`config.mk`:
```
export PLATFORM = sky130hd
export DESIGN_NAME = reliable_sender
export DESIGN_NICKNAME = d
export VERILOG_FILES = /design/src/rtl/reliable_sender_pkg.sv /design/src/rtl/rs_timer.sv /design/src/rtl/reliable_sender.sv
export SDC_FILE = /design/constraint.sdc
export NUM_CORES = 1
export LEC_CHECK = 0
export ABC_AREA = 1
export BUFFER_PORTS_ARGS = -buffer_cell sky130_fd_sc_hd__buf_2
export CAP_MARGIN = 20
export CORE_UTILIZATION = 45
export DETAILED_ROUTE_END_ITERATION = 8
export PLACE_DENSITY = 0.66
export SLEW_MARGIN = 5
export SYNTH_ARGS = -nofsm -noshare
export SYNTH_HDL_FRONTEND = slang
export SYNTH_SLANG_ARGS = --single-unit
```
`constraint.sdc`:
```
create_clock -name clk -period 7.03 [get_ports clk]
set_clock_uncertainty 0.05 [all_clocks]
set_input_delay 1.406 -clock clk [delete_from_list [all_inputs] [get_ports clk]]
set_output_delay 1.406 -clock clk [all_outputs]
set_load 0.1 [all_outputs]
```
`src/rtl/reliable_sender_pkg.sv`:
```
// Shared definitions for the reliable sender and its matching receiver:
// FSM state encoding and the frame checksum.
package reliable_sender_pkg;

  localparam logic [1:0] ST_IDLE     = 2'd0;
  localparam logic [1:0] ST_SEND     = 2'd1;
  localparam logic [1:0] ST_WAIT_ACK = 2'd2;
  localparam logic [1:0] ST_FAIL     = 2'd3;

  typedef enum logic [1:0] {
    IDLE     = ST_IDLE,
    SEND     = ST_SEND,
    WAIT_ACK = ST_WAIT_ACK,
    FAIL     = ST_FAIL
  } state_t;

  // Modulo-256 sum of the low nbytes bytes of data plus the sequence number.
  function automatic logic [7:0] frame_checksum(input logic [63:0] data,
                                                input int          nbytes,
                                                input logic [7:0]  seq);
    logic [7:0] sum;
    sum = seq;
    for (int i = 0; i < 8; i++) begin
      if (i < nbytes) sum = sum + data[i*8 +: 8];
    end
    return sum;
  endfunction

endpackage

```
`src/rtl/rs_timer.sv`:
```
// Down-counting ack timer: loaded on transmit, counts while waiting and
// flags expiry on the cycle its count steps from 1 to 0.
module rs_timer #(
  parameter int W = 16
) (
  input  logic         clk,
  input  logic         rst_n,
  input  logic         load,
  input  logic [W-1:0] load_value,
  input  logic         enable,
  output logic         expired
);

  logic [W-1:0] count_reg;

  always_ff @(posedge clk or negedge rst_n) begin
    if (!rst_n) begin
      count_reg <= '0;
    end else if (load) begin
      count_reg <= load_value;
    end else if (enable && count_reg != '0) begin
      count_reg <= count_reg - W'(1);
    end
  end

  assign expired = enable && !load && (count_reg == W'(1));

endmodule

```
`src/rtl/reliable_sender.sv`:
```
// Stop-and-wait frame sender: sequence-numbered, checksummed frames with
// ack/nak handling, timeout retransmission and bounded retries.
module reliable_sender
  import reliable_sender_pkg::*;
#(
  parameter int DATA_W    = 16,
  parameter int SEQ_W     = 4,
  parameter int TIMEOUT   = 16,
  parameter int MAX_RETRY = 3
) (
  input  logic              clk,
  input  logic              rst_n,
  input  logic              in_valid,
  input  logic [DATA_W-1:0] in_data,
  output logic              in_ready,
  output logic              tx_valid,
  input  logic              tx_ready,
  output logic [SEQ_W-1:0]  tx_seq,
  output logic [DATA_W-1:0] tx_data,
  output logic [7:0]        tx_chk,
  input  logic              ack_valid,
  input  logic [SEQ_W-1:0]  ack_seq,
  input  logic              ack_ok,
  output logic              done,
  output logic              fail,
  output logic              busy
);

  localparam int         TIMER_W     = 16;
  localparam logic [15:0] TIMEOUT_VAL = 16'(TIMEOUT);
  localparam logic [3:0]  RETRY_LIMIT = 4'(MAX_RETRY);

  state_t             state_reg, state_next;
  logic [SEQ_W-1:0]   seq_reg;
  logic [3:0]         retry_reg;
  logic               accept, tx_fire, ack_match, good_ack, retry_evt, can_retry;
  logic               expired;
  logic [63:0]        data_ext;
  logic [7:0]         seq_ext;

  always_comb begin
    data_ext = '0;
    data_ext[DATA_W-1:0] = in_data;
    seq_ext = '0;
    seq_ext[SEQ_W-1:0] = seq_reg;
  end

  assign accept    = (state_reg == IDLE) && in_valid && in_ready;
  assign tx_fire   = (state_reg == SEND) && tx_valid && tx_ready;
  assign ack_match = ack_valid && (ack_seq == seq_reg);
  // A good ack takes priority over a timeout landing on the same cycle.
  assign good_ack  = (state_reg == WAIT_ACK) && ack_match && ack_ok;
  assign retry_evt = (state_reg == WAIT_ACK) && !good_ack && ((ack_match && !ack_ok) || expired);
  assign can_retry = retry_reg < RETRY_LIMIT;

  rs_timer #(.W(TIMER_W)) u_timer (
    .clk        (clk),
    .rst_n      (rst_n),
    .load       (tx_fire),
    .load_value (TIMEOUT_VAL),
    .enable     (state_reg == WAIT_ACK),
    .expired    (expired)
  );

  always_ff @(posedge clk or negedge rst_n) begin
    if (!rst_n) state_reg <= IDLE;
    else        state_reg <= state_next;
  end

  always_comb begin
    state_next = state_reg;
    case (state_reg)
      IDLE:     if (accept) state_next = SEND;
      SEND:     if (tx_fire) state_next = WAIT_ACK;
      WAIT_ACK: begin
        if (good_ack)       state_next = IDLE;
        else if (retry_evt) state_next = can_retry ? SEND : FAIL;
      end
      FAIL:     state_next = IDLE;
      default:  state_next = IDLE;
    endcase
  end

  always_ff @(posedge clk or negedge rst_n) begin
    if (!rst_n) begin
      seq_reg   <= '0;
      retry_reg <= '0;
    end else begin
      if (good_ack || state_reg == FAIL) seq_reg <= seq_reg + SEQ_W'(1);
      if (accept)                        retry_reg <= '0;
      else if (retry_evt && can_retry)   retry_reg <= retry_reg + 4'd1;
    end
  end

  // Outputs are decoded from the next state so they line up with the state
  // they describe; in_ready waits one settled IDLE cycle after a frame ends.
  always_ff @(posedge clk or negedge rst_n) begin
    if (!rst_n) begin
      in_ready <= 1'b0;
      tx_valid <= 1'b0;
      tx_seq   <= '0;
      tx_data  <= '0;
      tx_chk   <= '0;
      done     <= 1'b0;
      fail     <= 1'b0;
      busy     <= 1'b0;
    end else begin
      in_ready <= (state_reg == IDLE) && (state_next == IDLE);
      tx_valid <= (state_next == SEND);
      done     <= good_ack;
      fail     <= (state_next == FAIL);
      busy     <= (state_next != IDLE);
      if (accept) begin
        tx_seq  <= seq_reg;
        tx_data <= in_data;
        tx_chk  <= frame_checksum(data_ext, DATA_W / 8, seq_ext);
      end
    end
  end

endmodule

```
==> results of run 1 <==
through the flow:
| step | area (µm²) | hold slack [ns] | cells |
|---|---|---|---|
| final | 3969 | 0.4161 | 588 |
| after global routing | 3969 | 0.4453 | 588 |
| after CTS | 3969 | 0.4206 | 588 |
| after detailed placement | 3790 | 0.4037 | 573 |
| after global placement | 3790 | 0.3994 | 573 |
| after floorplan | 3403 | 0.4229 | 422 |
cells in the final DEF, fill, tap and decap left out, types with 6 or more instances in the layout:
cell,n
ha_1,16
nand4_1,11
nand2_1,127
nor2_1,38
clkbuf_8,12
nand3_1,21
dfrtp_1,59
xor2_1,12
nor2_2,6
o21ai_1,10
inv_1,46
a21oi_1,10
o21ai_0,8
o21ai_2,9
buf_2,58
inv_2,7
worst reg2reg max path, delay by kind of cell (launching register included):
kind | cells | cell delay, ns
XOR/XNOR | 1 | 0.17
flip-flops | 1 | 0.43
buffers and inverters | 2 | 0.11
AO/OA/AOI/OAI | 1 | 0.11
adder cells (fa/ha/maj) | 3 | 0.89
AND/OR/NAND/NOR | 10 | 0.92
layout make-up:
cell class              instances  area [µm²]
fillers                       746        3323
multi-input cells             301        1679
flip-flops and latches         59        1476
repair buffers                 60       305.3
inverters                      54       205.2
clock buffers                  13       168.9
well taps                      99       123.9
clock inverters                 2       10.01
routing by layer:
layer | vias up | wire length, µm | share of wire [%]
met3 | 7 | 289 | 3.9
li1 | 1463 | - | -
met4 | 0 | 92 | 1.2
met5 | - | 0 | 0
met1 | 1304 | 3477 | 47
met2 | 57 | 3533 | 48
worst paths after layout:
path	from	end	cells after the start
max	in_data[0]	tx_chk[7]	18
min	tx_data[15]	tx_data[15]	2
max reg2reg	seq_reg[0]	tx_chk[7]	17
min reg2reg	tx_data[15]	tx_data[15]	2
max in group asynchronous	rst_n	tx_data[0]	2
min in group asynchronous	rst_n	tx_data[13]	2
cells in the mapped netlist (all sizes together):
cell    count
o21bai      1
xnor2       5
nand3b      2
a21oi      10
nand4      11
or2         2
ha         16
a31oi       2
o22ai       1
a21o        1
xor2       12
nand3      24
o21ai      27
dfrtp      59
clkbuf      5
nor3        2
o31ai       2
nor2       47
buf         3
inv        54
fa          2
nand2     134
logic make-up after synthesis:
group	after synthesis	share of synthesized area (%)
simple gates	222	29.85
buf+inv	62	7.280
flops	59	43.38
compound gates	44	8.052
fa+ha+maj	18	7.059
xor+xnor	17	4.375
==> key figures, run 1 <==
Status
  • Status: finished clean

Detailed routing
  • Total Routed Length: 7393 µm
  • Routed Antenna Nets: 0
  • Vias per inst: 4.815
  • DRC violations left: 0
  • Initial drt markers: 106
  • Wirelength per Cell: 12.57 µm
  • Via count: 2831
  • DRT Pass-1 Iters: 4

Floorplanning
  • Die Ht: 88.97 µm
  • Core area: 7292 µm²
  • Initial core utilization: 46.67%
  • Io pins: 59
  • Die area: 7915 µm²
  • Die X: 88.97 µm
  • Row cnt: 31

Place
  • Final RePlAce weighted congestion: 0.8283
  • Port Buf Inserts: 58
  • Pre-CTS setup slack: 3.198 ns
  • Hpwl dp: 5441 µm

GRT
  • GRT Util Overall: 20.82%
  • Largest net degree at the start of global routing: 60
  • Global routing's busiest layer: met2
  • First-pass GRT wire length: 12410 µm
  • Vias in the first global route: 2711
  • Initial antenna violation count: 0
  • M1 GR Usage: 26.20%
  • Met2 GRT Util: 35.17%
  • Met3 global-route usage: 4.986%
  • GRT overflow: 0

Critical path
  • CP Launch Type: primary input
  • Crit path cell chain: buf_2 -> ha_1 -> inv_1 -> fa_1 -> nor2_1 -> o21ai_0 -> nand2_1 -> nand2_1 -> nor2_1 -> xor2_1 -> ha_1 -> nand2_1 -> inv_1 -> nand2_1 -> nand3_1 -> nand3b_1 -> nand3_1 -> nand2_1
  • CP dominant cell by count: nand2_1
  • Worst R2R Setup Slack: 4.25 ns
  • CP max FO: 4
  • Critical Path AT: 3.66 ns
  • Critical Path End Type: flip-flop
  • Worst Path Required: 7.21 ns
  • Critical path's slowest cell: fa_1
  • Cell family with most CP delay: simple AND/OR/NAND/NOR gates
  • Slowest cell delay on critical path: 0.40 ns
  • WP buf/inv: 3
  • CP Class: in2reg

Layout
  • Ant. Diodes: 0
  • Utilization after layout: 54.43%
  • P&R area growth vs syn: 16.62%
  • Layout cell share with drive strength beyond 1: 23.31%
  • Layout net count: 529

STA
  • Setup TNS Final: 0 ns
  • Final Hold Viols: 0
  • Worst slew pin tran: 0.7545 ns
  • Final period util: 49.50%
  • Post-layout min period: 3.480 ns
  • Fmax: 0.2874 GHz
  • Slew Limit Fails: 0
  • RSZ-0062 raised after global routing: no
  • Worst setup margin: 3.550 ns
  • Slew margin rel.: 49.70%
  • Final-report setup violation count: 0

Logic synthesis
  • Synth Instances: 422
  • Synthesized area: 3403 µm²
  • Top cell type by total area after synthesis: dfrtp_1
  • Cell variety after synth: 37
  • Post-Synthesis Net Count: 466
  • Synthesized flop and latch total: 59
  • Yosys top cell area share: 43.38%
  • Average size of a mapped cell: 8.065 µm²
  • YS warnings: 0
  • Top cells by area, synth: dfrtp_1 (43%), nand2_1 (14%), ha_1 (5.9%)
  • Sequential area share after synthesis: 43.38%

Clock tree
  • Resize count post-CTS: 0
  • Clock root cell: clkbuf_8
  • Post-CTS Setup Inserts: 0
  • CTS max path bufs: 2
  • Total CTS buffers: 9
  • H-tree Lvls: 3
  • CTS sink cnt: 59
  • Worst skew pair latency: 0.34 ns
  • Clock slew at reported path FFs: 0.07 ns
  • TritonCTS clock tree: built
  • Cts hold-fix bufs: 0

Run
  • Max-cap violations: 0

Worst hold path
  • Worst hold path class: reg2reg
Power of run 1 is not shown: default switching activity piles up to over one toggle a cycle in this logic, so the estimate is an artifact.
==> run 2: changes to the inputs <==
--- a/config.mk
+++ b/config.mk
@@ -10,7 +10,7 @@
 export CAP_MARGIN = 20
 export CORE_UTILIZATION = 45
 export DETAILED_ROUTE_END_ITERATION = 8
-export PLACE_DENSITY = 0.66
+export PLACE_DENSITY = 0.69
 export SLEW_MARGIN = 5
 export SYNTH_ARGS = -nofsm -noshare
 export SYNTH_HDL_FRONTEND = slang
==> constraint.sdc (replaced) <==
create_clock -name clk -period 2.9 [get_ports clk]
set_clock_uncertainty 0.05 [all_clocks]
set_input_delay 0.58 -clock clk [delete_from_list [all_inputs] [get_ports clk]]
set_output_delay 0.58 -clock clk [all_outputs]
set_load 0.1 [all_outputs]
==> key figures, run 2 (synthesis gave the netlist of run 1 again) <==
Status
  • Status: finished clean

Critical path
  • CP Launch Type: flip-flop
  • Critical Path AT: 2.84 ns (-0.82 ns)
  • Crit path cell chain: ha_1 -> a21oi_1 -> nand2_1 -> a21oi_1 -> xor2_1 -> inv_1 -> ha_1 -> nand2_1 -> inv_1 -> nand4_1 -> nand3_1 -> or2_2 -> nand3_1 -> nand2_1
  • Critical Path End Type: flip-flop
  • CP max FO: 6 (+2)
  • Worst Path Required: 3.09 ns (-4.12 ns)
  • Critical path's slowest cell: dfrtp_1
  • CP dominant cell by count: nand2_1
  • Slowest cell delay on critical path: 0.46 ns (+0.06 ns)
  • CP Class: reg2reg

Clock tree
  • H-tree Lvls: 3 (unchanged)
  • Clock root cell: clkbuf_8
  • Worst skew pair latency: 0.35 ns (about the same)
  • Clock slew at reported path FFs: 0.08 ns (about the same)
  • Total CTS buffers: 9 (unchanged)
  • TritonCTS clock tree: built
  • Cts hold-fix bufs: 0 (unchanged)
  • CTS max path bufs: 2 (unchanged)
  • CTS sink cnt: 59 (unchanged)

Floorplanning
  • Row cnt: 31 (unchanged)
  • Die area: 7915 µm² (unchanged)
  • Initial core utilization: 46.67% (unchanged)
  • Die X: 88.97 µm (unchanged)
  • Die Ht: 88.97 µm (unchanged)
  • Io pins: 59 (unchanged)
  • Core area: 7292 µm² (unchanged)

STA
  • Post-layout min period: 2.647 ns
  • Slew Limit Fails: 0 (unchanged)
  • Fmax: 0.3778 GHz
  • Final period util: 91.27%
  • Final-report setup violation count: 0 (unchanged)
  • Slew margin rel.: 58.21% (+8.5 points)
  • Final Hold Viols: 0 (unchanged)
  • Worst slew pin tran: 0.6260 ns (-0.1285 ns)
  • Hold Slack: 0.1219 ns (-0.2942 ns)
  • RSZ-0062 raised after global routing: no

Layout
  • Fillers: 705 (-5.5%)
  • Ant. Diodes: 0 (unchanged)
  • Finished layout cell area: 4025 µm² (+1.4%)
  • Most frequent cells in the layout: nand2_1 (127), dfrtp_1 (58), buf_2 (58), inv_1 (46), nor2_1 (38)
  • Layout net count: 533 (+0.76%)
  • FF+latch area: 1478 µm² (about the same)
  • Commonest non-fill, non-tap cell in the layout: nand2_1
  • P&R area growth vs syn: 18.27%
  • Non-Filler Instances: 592 (+0.68%)
  • Layout cell share with drive strength beyond 1: 24.54% (+1.2 points)
  • Multi-input logic area: 1682 µm² (+0.15%)

Detailed routing
  • Total Routed Length: 7343 µm (-0.68%)
  • DRC violations left: 0 (unchanged)
  • Wirelength per Cell: 12.40 µm (-1.3%)
  • Routed Antenna Nets: 0 (unchanged)
  • Vias per inst: 4.858 (+0.90%)
  • DRT Pass-1 Iters: 5 (+1)
  • Initial drt markers: 129 (+22%)
  • Via count: 2876 (+1.6%)

Worst hold path
  • Worst hold path class: in2async

Place
  • Port Buf Inserts: 58 (unchanged)
  • DP Cell Count: 575 (+0.35%)
  • Final RePlAce weighted congestion: 0.8207 (-0.92%)
  • Hpwl dp: 5527 µm (+1.6%)
  • Area of placed instances: 3805 µm² (+0.40%)

GRT
  • Met3 global-route usage: 6.002% (+1.0 points)
  • GRT overflow: 0 (unchanged)
  • Initial antenna violation count: 0 (unchanged)
  • Global routing's busiest layer: met2
  • M1 GR Usage: 25.66% (-0.54 points)
  • Met2 GRT Util: 34.27% (-0.91 points)
  • Largest net degree at the start of global routing: 41 (-32%)
  • First-pass GRT wire length: 12220 µm (-1.6%)
  • Vias in the first global route: 2721 (+0.37%)
  • GRT Util Overall: 20.42% (-0.40 points)

Run
  • Max-cap violations: 0 (unchanged)
[run 2: final timing paths]
path / start / to / slack (ns) / depth (start not counted)
max: seq_reg[2] / tx_chk[6] / 0.25 / 14
max in group asynchronous: rst_n / seq_reg[0] / 1.99 / 2
min reg2reg: tx_data[12] / tx_data[12] / 0.42 / 2
max reg2reg: seq_reg[2] / tx_chk[6] / 0.25 / 14
min in group clk: in_data[12] / tx_data[12] / 0.41 / 3
min: rst_n / u_timer.count_reg[9] / 0.12 / 1
[run 2: cell type report]
| type | count | area share (%) |
|---|---|---|
| multi-input cells | 301 | 41.78 |
| flip-flops and latches | 59 | 36.71 |
| repair buffers | 64 | 8.331 |
| inverters | 54 | 5.098 |
| clock buffers | 11 | 3.761 |
| well taps | 99 | 3.077 |
| clock inverters | 4 | 1.243 |
[run 2: what timing repair did]
item,4_1_cts,5_1_grt
setup buffers,0,2
setup endpoints to repair,0,1
resized for setup,0,2
[run 2: through the flow]
| step | worst slack, ns | util, % | TNS, ns |
|---|---|---|---|
| 4_1_cts | 0.1682 | 54.94 | 0 |
| 5_1_grt | 0.05209 | 55.20 | 0 |
| 2_1_floorplan | 0.2486 | - | 0 |
| 3_3_place_gp | 0.03721 | 52.18 | 0 |
| 3_5_place_dp | -0.06431 | 52.18 | -0.07008 |
| 6_report | 0.2530 | 55.20 | 0 |
[run 2: worst max-delay path: cells and delay by family (launching register included)]
kind	cells	cell delay [ns]
flops	1	0.46
simple gates	7	0.77
xor+xnor	1	0.16
buf+inv	2	0.10
compound gates	2	0.32
fa+ha+maj	2	0.69
[run 2: layer usage]
layer	wire length, µm	part of all wire (%)
met2	3469	47
met4	90	1.2
met5	0	0
met1	3439	47
met3	343	4.7
Power of run 2 is left out for the same reason.
